<file path="src/rtl/taylor_pkg.sv">
// Shared types, mode encodings and the elaboration-time coefficient
// function for the Taylor coefficient sequencer.
package taylor_pkg;

  localparam logic MODE_SIN  = 1'b0;
  localparam logic MODE_COS  = 1'b1;
  localparam int   TERMS_MAX = 16;

  typedef enum logic {
    ST_IDLE = 1'b0,
    ST_RUN  = 1'b1
  } state_t;

  // Floored 2^frac_w / ((2k+2)(2k+3)) for sine, 2^frac_w / ((2k+1)(2k+2)) for cosine.
  function automatic int unsigned coef_calc(input logic mode, input int unsigned k,
                                            input int unsigned frac_w);
    int unsigned den;
    if (mode == MODE_COS) den = (2 * k + 1) * (2 * k + 2);
    else                  den = (2 * k + 2) * (2 * k + 3);
    return (32'd1 << frac_w) / den;
  endfunction

endpackage

</file>
<file path="src/rtl/taylor_coef_rom.sv">
// Constant sine/cosine coefficient table indexed by (mode, k); every entry
// is folded to a constant at elaboration.
module taylor_coef_rom
  import taylor_pkg::*;
#(
  parameter int FRAC_W  = 8,
  parameter int OUT_W   = 16,
  parameter int N_TERMS = 5,
  parameter int IDX_W   = 3
) (
  input  logic             mode,
  input  logic [IDX_W-1:0] k,
  output logic [OUT_W-1:0] coef
);

  localparam int DEPTH = 2 ** IDX_W;

  logic [OUT_W-1:0] w_sin [DEPTH];
  logic [OUT_W-1:0] w_cos [DEPTH];

  // Unused index slots read as zero so any k value is well defined.
  for (genvar gi = 0; gi < DEPTH; gi++) begin : g_tab
    if (gi < N_TERMS && gi < TERMS_MAX) begin : g_used
      assign w_sin[gi] = OUT_W'(coef_calc(MODE_SIN, gi, FRAC_W));
      assign w_cos[gi] = OUT_W'(coef_calc(MODE_COS, gi, FRAC_W));
    end else begin : g_pad
      assign w_sin[gi] = '0;
      assign w_cos[gi] = '0;
    end
  end

  assign coef = (mode == MODE_COS) ? w_cos[k] : w_sin[k];

endmodule

</file>
<file path="src/rtl/taylor_coef_seq.sv">
// Streams sine/cosine Taylor coefficients over valid/ready, forward or
// reverse order, with all outputs registered.
module taylor_coef_seq
  import taylor_pkg::*;
#(
  parameter  int FRAC_W  = 8,
  parameter  int OUT_W   = 16,
  parameter  int N_TERMS = 5,
  localparam int IDX_W   = (N_TERMS > 1) ? $clog2(N_TERMS) : 1
) (
  input  logic             clk,
  input  logic             rst,
  input  logic             start,
  input  logic             mode,
  input  logic             rev,
  output logic             busy,
  output logic             coef_valid,
  input  logic             coef_ready,
  output logic [OUT_W-1:0] coef,
  output logic [IDX_W-1:0] term_idx,
  output logic             last,
  output logic             done
);

  localparam logic [IDX_W-1:0] K_LAST = IDX_W'(N_TERMS - 1);

  state_t           r_state, w_state_next;
  logic             r_mode, w_mode_next;
  logic             r_rev, w_rev_next;
  logic [IDX_W-1:0] r_k, w_k_next;
  logic             r_last, w_last_next;
  logic             r_done, w_done_next;
  logic [OUT_W-1:0] r_coef, w_rom_coef;

  taylor_coef_rom #(
    .FRAC_W (FRAC_W),
    .OUT_W  (OUT_W),
    .N_TERMS(N_TERMS),
    .IDX_W  (IDX_W)
  ) u_rom (
    .mode(w_mode_next),
    .k   (w_k_next),
    .coef(w_rom_coef)
  );

  always_comb begin
    w_state_next = r_state;
    w_mode_next  = r_mode;
    w_rev_next   = r_rev;
    w_k_next     = r_k;
    w_last_next  = r_last;
    w_done_next  = 1'b0;
    case (r_state)
      ST_IDLE: begin
        if (start) begin
          w_state_next = ST_RUN;
          w_mode_next  = mode;
          w_rev_next   = rev;
          w_k_next     = rev ? K_LAST : '0;
          // Either direction starts on its final index only for a 1-term series.
          w_last_next  = (K_LAST == '0);
        end
      end
      ST_RUN: begin
        if (coef_ready) begin
          if (r_last) begin
            w_state_next = ST_IDLE;
            w_k_next     = '0;
            w_last_next  = 1'b0;
            w_done_next  = 1'b1;
          end else begin
            w_k_next    = r_rev ? (r_k - IDX_W'(1)) : (r_k + IDX_W'(1));
            w_last_next = r_rev ? (w_k_next == '0) : (w_k_next == K_LAST);
          end
        end
      end
      default: w_state_next = ST_IDLE;
    endcase
  end

  always_ff @(posedge clk) begin
    if (rst) begin
      r_state <= ST_IDLE;
      r_mode  <= MODE_SIN;
      r_rev   <= 1'b0;
      r_k     <= '0;
      r_last  <= 1'b0;
      r_done  <= 1'b0;
      r_coef  <= '0;
    end else begin
      r_state <= w_state_next;
      r_mode  <= w_mode_next;
      r_rev   <= w_rev_next;
      r_k     <= w_k_next;
      r_last  <= w_last_next;
      r_done  <= w_done_next;
      r_coef  <= (w_state_next == ST_RUN) ? w_rom_coef : '0;
    end
  end

  assign busy       = (r_state == ST_RUN);
  assign coef_valid = (r_state == ST_RUN);
  assign coef       = r_coef;
  assign term_idx   = r_k;
  assign last       = r_last;
  assign done       = r_done;

endmodule

</file>
<file path="config.mk">
export PLATFORM = sky130hd
export DESIGN_NAME = taylor_coef_seq
export DESIGN_NICKNAME = d
export VERILOG_FILES = /design/src/rtl/taylor_pkg.sv /design/src/rtl/taylor_coef_rom.sv /design/src/rtl/taylor_coef_seq.sv
export SDC_FILE = /design/constraint.sdc
export NUM_CORES = 1
export LEC_CHECK = 0
export ABC_AREA = 1
export BUFFER_PORTS_ARGS = -buffer_cell sky130_fd_sc_hd__buf_4
export CAP_MARGIN = 15
export CORE_AREA = 3 3 51 44
export CTS_BUF_LIST = sky130_fd_sc_hd__clkbuf_4 sky130_fd_sc_hd__clkbuf_8 sky130_fd_sc_hd__clkbuf_16
export CTS_CLUSTER_SIZE = 12
export DETAILED_ROUTE_END_ITERATION = 6
export DIE_AREA = 0 0 54 47
export MAX_ROUTING_LAYER = met4
export PLACE_DENSITY = 0.71
export SLEW_MARGIN = 5
export SYNTH_ARGS = -nofsm -noshare
export SYNTH_HDL_FRONTEND = slang
export SYNTH_SLANG_ARGS = --single-unit
</file>
<file path="constraint.sdc">
create_clock -name clk -period 2.15 [get_ports clk]
set_clock_uncertainty 0.05 [all_clocks]
set_input_delay 0 -clock clk [delete_from_list [all_inputs] [get_ports clk]]
set_output_delay 0 -clock clk [all_outputs]
set_load 0.02 [all_outputs]
</file>
## After elaboration in Yosys (flattened, before gate mapping)

Memories as Yosys holds them, arrays and structs flattened.
Cells that the tools add are included.

- Logic and storage cells: 47
- Memory bits (read-only): 256
- Memories: 2
- Register bits: 24
- Input port bits: 6
- Output and inout port bits: 23

Memory list:

| memory | words | bits a word | rd ports | clocked after Yosys merged registers in | write ports | line | source |
|---|---|---|---|---|---|---|---|
| (no name shown) | 8 | 16 | 1 | 0 | 0 | taylor_coef_rom.sv:32 | `assign coef = (mode == MODE_COS) ? w_cos[k] : w_sin[k];` |
| (no name shown) | 8 | 16 | 1 | 0 | 0 | taylor_coef_rom.sv:32 |  |

- Multiplexer cells: 23
- Reduce and logical (&&, ||, !) cells: 5
- Magnitude comparators: 1
- $add $sub $neg: 2
- Bitwise operators: 4
- Equal/unequal tests: 3

Operators by type and width:

| operator | count |
|---|---|
| $mux W16 | 5 |
| $mux W3 | 5 |
| $mux W1 | 10 |
| $pmux W3 S2 | 1 |
| $ge A4 B4 Y1 const B | 1 |
| $ne A2 B2 Y1 const B | 2 |
| $not A3 Y4 | 1 |
| $pmux W1 S2 | 2 |
| $reduce_and A2 Y1 | 2 |
| $add A3 B1 Y3 const B | 1 |
| $eq A3 B3 Y1 const B | 1 |
| $logic_not A3 Y1 | 1 |
| $not A1 Y1 | 3 |
| $reduce_or A3 Y1 | 1 |
| $sub A3 B1 Y3 const B | 1 |
| $reduce_or A2 Y1 | 1 |

## Depth between registers and ports, before layout

- Depth after elaboration: 10
- Depth in mapped cells: 9
- Gate-level depth less buffers: 9

## Hierarchy

From an unflattened synthesis, not the netlist that was laid out.

- Cells, all modules: 145
- Area, all modules: 1103.6 um^2

By module, submodules not included:

| module | area each (um^2) | times used | cells each | seq. area each (um^2) |
|---|---|---|---|---|
| taylor_coef_seq | 884.6 | 1 | 109 | 480.5 |
| taylor_coef_rom | 219.0 | 1 | 36 | 0.0 |

## Least setup slack after synthesis

OpenSTA, ideal clock, no wires.

- Path type: register -> register
- Start point: register r_k[0], in the netlist term_idx[0]
- End point: register r_coef[0], in the netlist coef[0]
- Path slack: 559 ps
- Path buffers: 0
- Data required time: 2034 ps
- Arrival time: 1475 ps
- Setup time: 66 ps
- Cell stages (with the launch flop): 8
- Period minus slack after synthesis: 1591 ps
- Path through: dfxtp_1 -> fa_1 -> nand3b_1 -> nand3b_1 -> nand2_2 -> inv_1 -> nand2_2 -> a21oi_2

- Longest elaborated chain between the ends: 10
- Elaborated cells on any way between the ends: 15
- Classes of those cells: add/sub: 2; mux: 10; bitwise: 1; memory: 2

RTL lines:

| what | line | source |
|---|---|---|
| start, declared | taylor_coef_seq.sv:30 | `logic [IDX_W-1:0] r_k, w_k_next;` |
| start signal, assigned | taylor_coef_seq.sv:94 | `r_k <= w_k_next;` |
| $add A3 B1 Y3 / $sub A3 B1 Y3 (equally long branches) | taylor_coef_seq.sv:72 | `w_k_next = r_rev ? (r_k - IDX_W'(1)) : (r_k + IDX_W'(1));` |
| $mux W3 | taylor_coef_seq.sv:72 |  |
| $mux W3 | taylor_coef_seq.sv:66 | `if (r_last) begin` |
| $mux W3 | taylor_coef_seq.sv:65 | `if (coef_ready) begin` |
| $pmux W3 S2 (*) | taylor_coef_seq.sv:53 | `case (r_state)` |
| $not A3 Y4 (implied by the code) (*) | taylor_coef_rom.sv:32 |  |
| $mem_v2 Z8 W16 | -- |  |
| $mux W16 (implied by the code) (2 in series) | taylor_coef_rom.sv:32 |  |
| $mux W16 (*) | taylor_coef_rom.sv:32 |  |
| end signal, assigned | taylor_coef_seq.sv:97 | `r_coef <= (w_state_next == ST_RUN) ? w_rom_coef : '0;` |
| end, declared | taylor_coef_seq.sv:33 | `logic [OUT_W-1:0] r_coef, w_rom_coef;` |

Every way passes the cells marked *; elsewhere a longest branch is shown, timed or not. The select of a mux whose other input is x is not followed.
A chain may end at the register's enable or synchronous reset.

## Worst setup path after layout

- Start point: register r_k[0], in the netlist term_idx[0]
- End point: register r_coef[2], in the netlist coef[2]

The elaborated chain is that of the path after synthesis.

==> impl_metrics.json <==
{
  "status": "complete, no violations",
  "yosys.area.top_type": "dfxtp_1",
  "drive_above_1_share_pct": 30.40,
  "viasPerCell": 4.550,
  "peakVddDrop_uv": 306.3,
  "cp.arrival_ns": 1.84,
  "drt-pass1-iter-count": 4,
  "cp.required_ns": 2.33,
  "worst_slack_ns": 0.4899,
  "ys.flop_type": "dfxtp_1",
  "power_density_nw_per_um2": 620.2,
  "p_seq_share_pct": 50.7,
  "finalNetCount": 135,
  "dp_slack_ns": 0.4907,
  "postSynthAreaPerCell_um2": 7.693,
  "vias": 678,
  "hold_class": "primary input to flip-flop",
  "p_clk_share_pct": 26.7,
  "placed_area_um2": 899.6,
  "grt_pass1_wl_um": 2415,
  "fmax_mhz": 602.4,
  "ys_seq_area_share_pct": 38.65,
  "synth_cell_types": 25,
  "grt.overflow.total": 0,
  "cts-hold-fix-buffers": 4,
  "comb_power_share_pct": 22.6,
  "cts_sinks": 15,
  "cts_tree": "done",
  "die_area_um2": 2538,
  "antennaDiodeCount": 0,
  "setup-tns-final_ns": 0,
  "wl_per_cell_um": 10.48,
  "power_uw": 599.9,
  "synth_edf_count": 0,
  "cts-root-buf": "clkbuf_4",
  "ys_ff_latch": 15,
  "synth_most_common_cell": "dfxtp_1",
  "wl_um": 1562,
  "leakagePower_uw": 0.0004850,
  "path_max_fanout": 5,
  "first_iter_violations": 29,
  "numPortBuffers": 19,
  "syn_area_um2": 777.0,
  "clockBufferDepth": 2,
  "synthTopCellsByArea": "dfxtp_1 39%, buf_4 9.7%, nand2_1 6.8%, nor2_1 5.3%, nand3_1 4.5%",
  "ys_warn_count": 0,
  "clk_pin_slew_worst_paths_ns": 0.09,
  "finalSetupViolCount": 0,
  "cp_top_family": "simple AND/OR/NAND/NOR gates",
  "worst-setup-path-type": "flip-flop to flip-flop",
  "place.gp.congestion": 0.8831,
  "async_reset_ff_share_pct": 0,
  "end_kind": "flip-flop",
  "p_int_uw": 410.2,
  "ios": 29,
  "drc_errors": 0,
  "synth_top_area_share_pct": 38.65,
  "antenna_left": 0,
  "clk_latency_ns": 0.28,
  "die_width_um": 54,
  "hold_viol_final": 0,
  "die_h_um": 47,
  "htreeDepth": 1,
  "cts_made_buffers": 3,
  "stdcell_area_um2": 967.2,
  "post_cts_buffers": 0,
  "grt_usage_pct": 13.54,
  "post_cts_resize_count": 0,
  "rrSetupSlack_ns": 0.49,
  "crit_chain": "fa_1 -> nand3b_1 -> nand3b_1 -> nand2_2 -> inv_1 -> nand2_2 -> nor2_1",
  "critPathLaunchType": "flip-flop",
  "whs_ns": 0.01045,
  "maxCapViolations": 0,
  "crit_path_max_incr_delay_ns": 0.49,
  "postSynthCellCount": 101,
  "crit_slowest_cell": "fa_1",
  "grt_max_degree": 10,
  "p_sw_share_pct": 31.63,
  "rsz0062_at_grt": "false",
  "syn_to_final_growth_pct": 24.48,
  "min_period_over_period_pct": 77.21,
  "ys_top_cells_by_count": "15 x dfxtp_1, 14 x nand2_1, 11 x nor2_1, 10 x buf_4, 8 x inv_1",
  "slew_viol_final": 0,
  "num_rows": 14,
  "hpwlAfterDp_um": 1189,
  "initial_core_util_pct": 43.07,
  "p_switching_uw": 189.7,
  "cp_num_buf_inv": 1,
  "fp.coreArea_um2": 1804,
  "period_minus_slack_ns": 1.660,
  "grt_pass1_vias": 579,
  "antenna_found_initial": 0
}
## metal layers
metal	global-route usage [%]	share of wire (%)	vias to the layer above
met2	20.77	46	29
met1	17.76	47	300
li1	-	-	347
met3	2.857	7.0	2
met5	-	0	-
met4	4.478	0.26	0
## worst reg2reg max path, stage by stage (launching register included)
cell      delay (ns)
dfxtp_1         0.37
fa_1            0.49
nand3b_1        0.18
nand3b_1        0.15
nand2_2         0.09
inv_1           0.11
nand2_2         0.08
nor2_1          0.10
## per-stage QoR
stage / std cells / utilization [%]
after floorplan: 109 / -
after global placement: 141 / 49.86
after detailed placement: 141 / 49.86
after CTS: 149 / 53.61
after global routing: 149 / 53.61
final: 149 / 53.61
## layout make-up
cell class / instances / area [µm²]
Timing Repair Buffer: 23 / 182.7
Tap cell: 24 / 30.03
Clock buffer: 3 / 22.52
Multi-Input combinational cell: 68 / 370.4
Sequential cell: 15 / 300.3
Inverter: 15 / 56.30
Fill cell: 173 / 837.1
Clock inverter: 1 / 5.005
## cells in the final DEF, fill, tap and decap left out
cell	instances
ha_1	2
dfxtp_1	15
nand2_4	1
nand3b_1	2
o21ai_2	1
inv_2	6
nor2_1	11
clkbuf_4	3
clkinv_1	1
a21oi_2	1
dlygate4sd3_1	4
a211oi_1	1
nand2_1	14
clkinv_2	1
o21ai_1	3
conb_1	9
fa_1	1
nand2_2	4
xor2_1	1
buf_4	19
nor2_4	1
a21oi_1	2
inv_1	8
nand3_1	7
nor2_2	1
nor3_1	2
nand4_1	4
## sequential cells by signal (all words and copies together), names as in the netlist
signal / flops
done: 1
term_idx: 3
r_mode: 1
busy: 1
last: 1
coef: 7
r_rev: 1
## worst paths after layout
| kind | start | to | cells past startpoint |
|---|---|---|---|
| setup reg to reg | term_idx[0] | coef[2] | 7 |
| setup / recovery | term_idx[0] | coef[2] | 7 |
| hold reg to reg | last | last | 2 |
| hold / removal | start | r_rev | 4 |
## logic make-up (layout without fill, tap and decap cells)
logic type                 count (synthesis)  in the layout  synth area share [%]
and+or+nand+nor                           47             47                 29.95
AOI/OAI and AO/OA                          8              8                 6.441
xor gates and xnor gates                   1              1                 1.127
buffers and inverters                     26             42                 17.55
other                                      1              9                0.4826
DFF                                       15             15                 38.65
adders and majority gates                  3              3                 5.797
## power by group through the flow
| stage | clock [µW] | combinational [µW] | sequential, µW |
|---|---|---|---|
| final | 160 | 136 | 304 |
| after global placement | 0 | 127 | 310 |
| after global routing | 174 | 149 | 306 |
| after floorplan | 0 | 89.0 | 323 |
| after detailed placement | 0 | 129 | 310 |
| after CTS | 160 | 135 | 304 |
No activity file was read; power rests on OpenSTA's default activity.
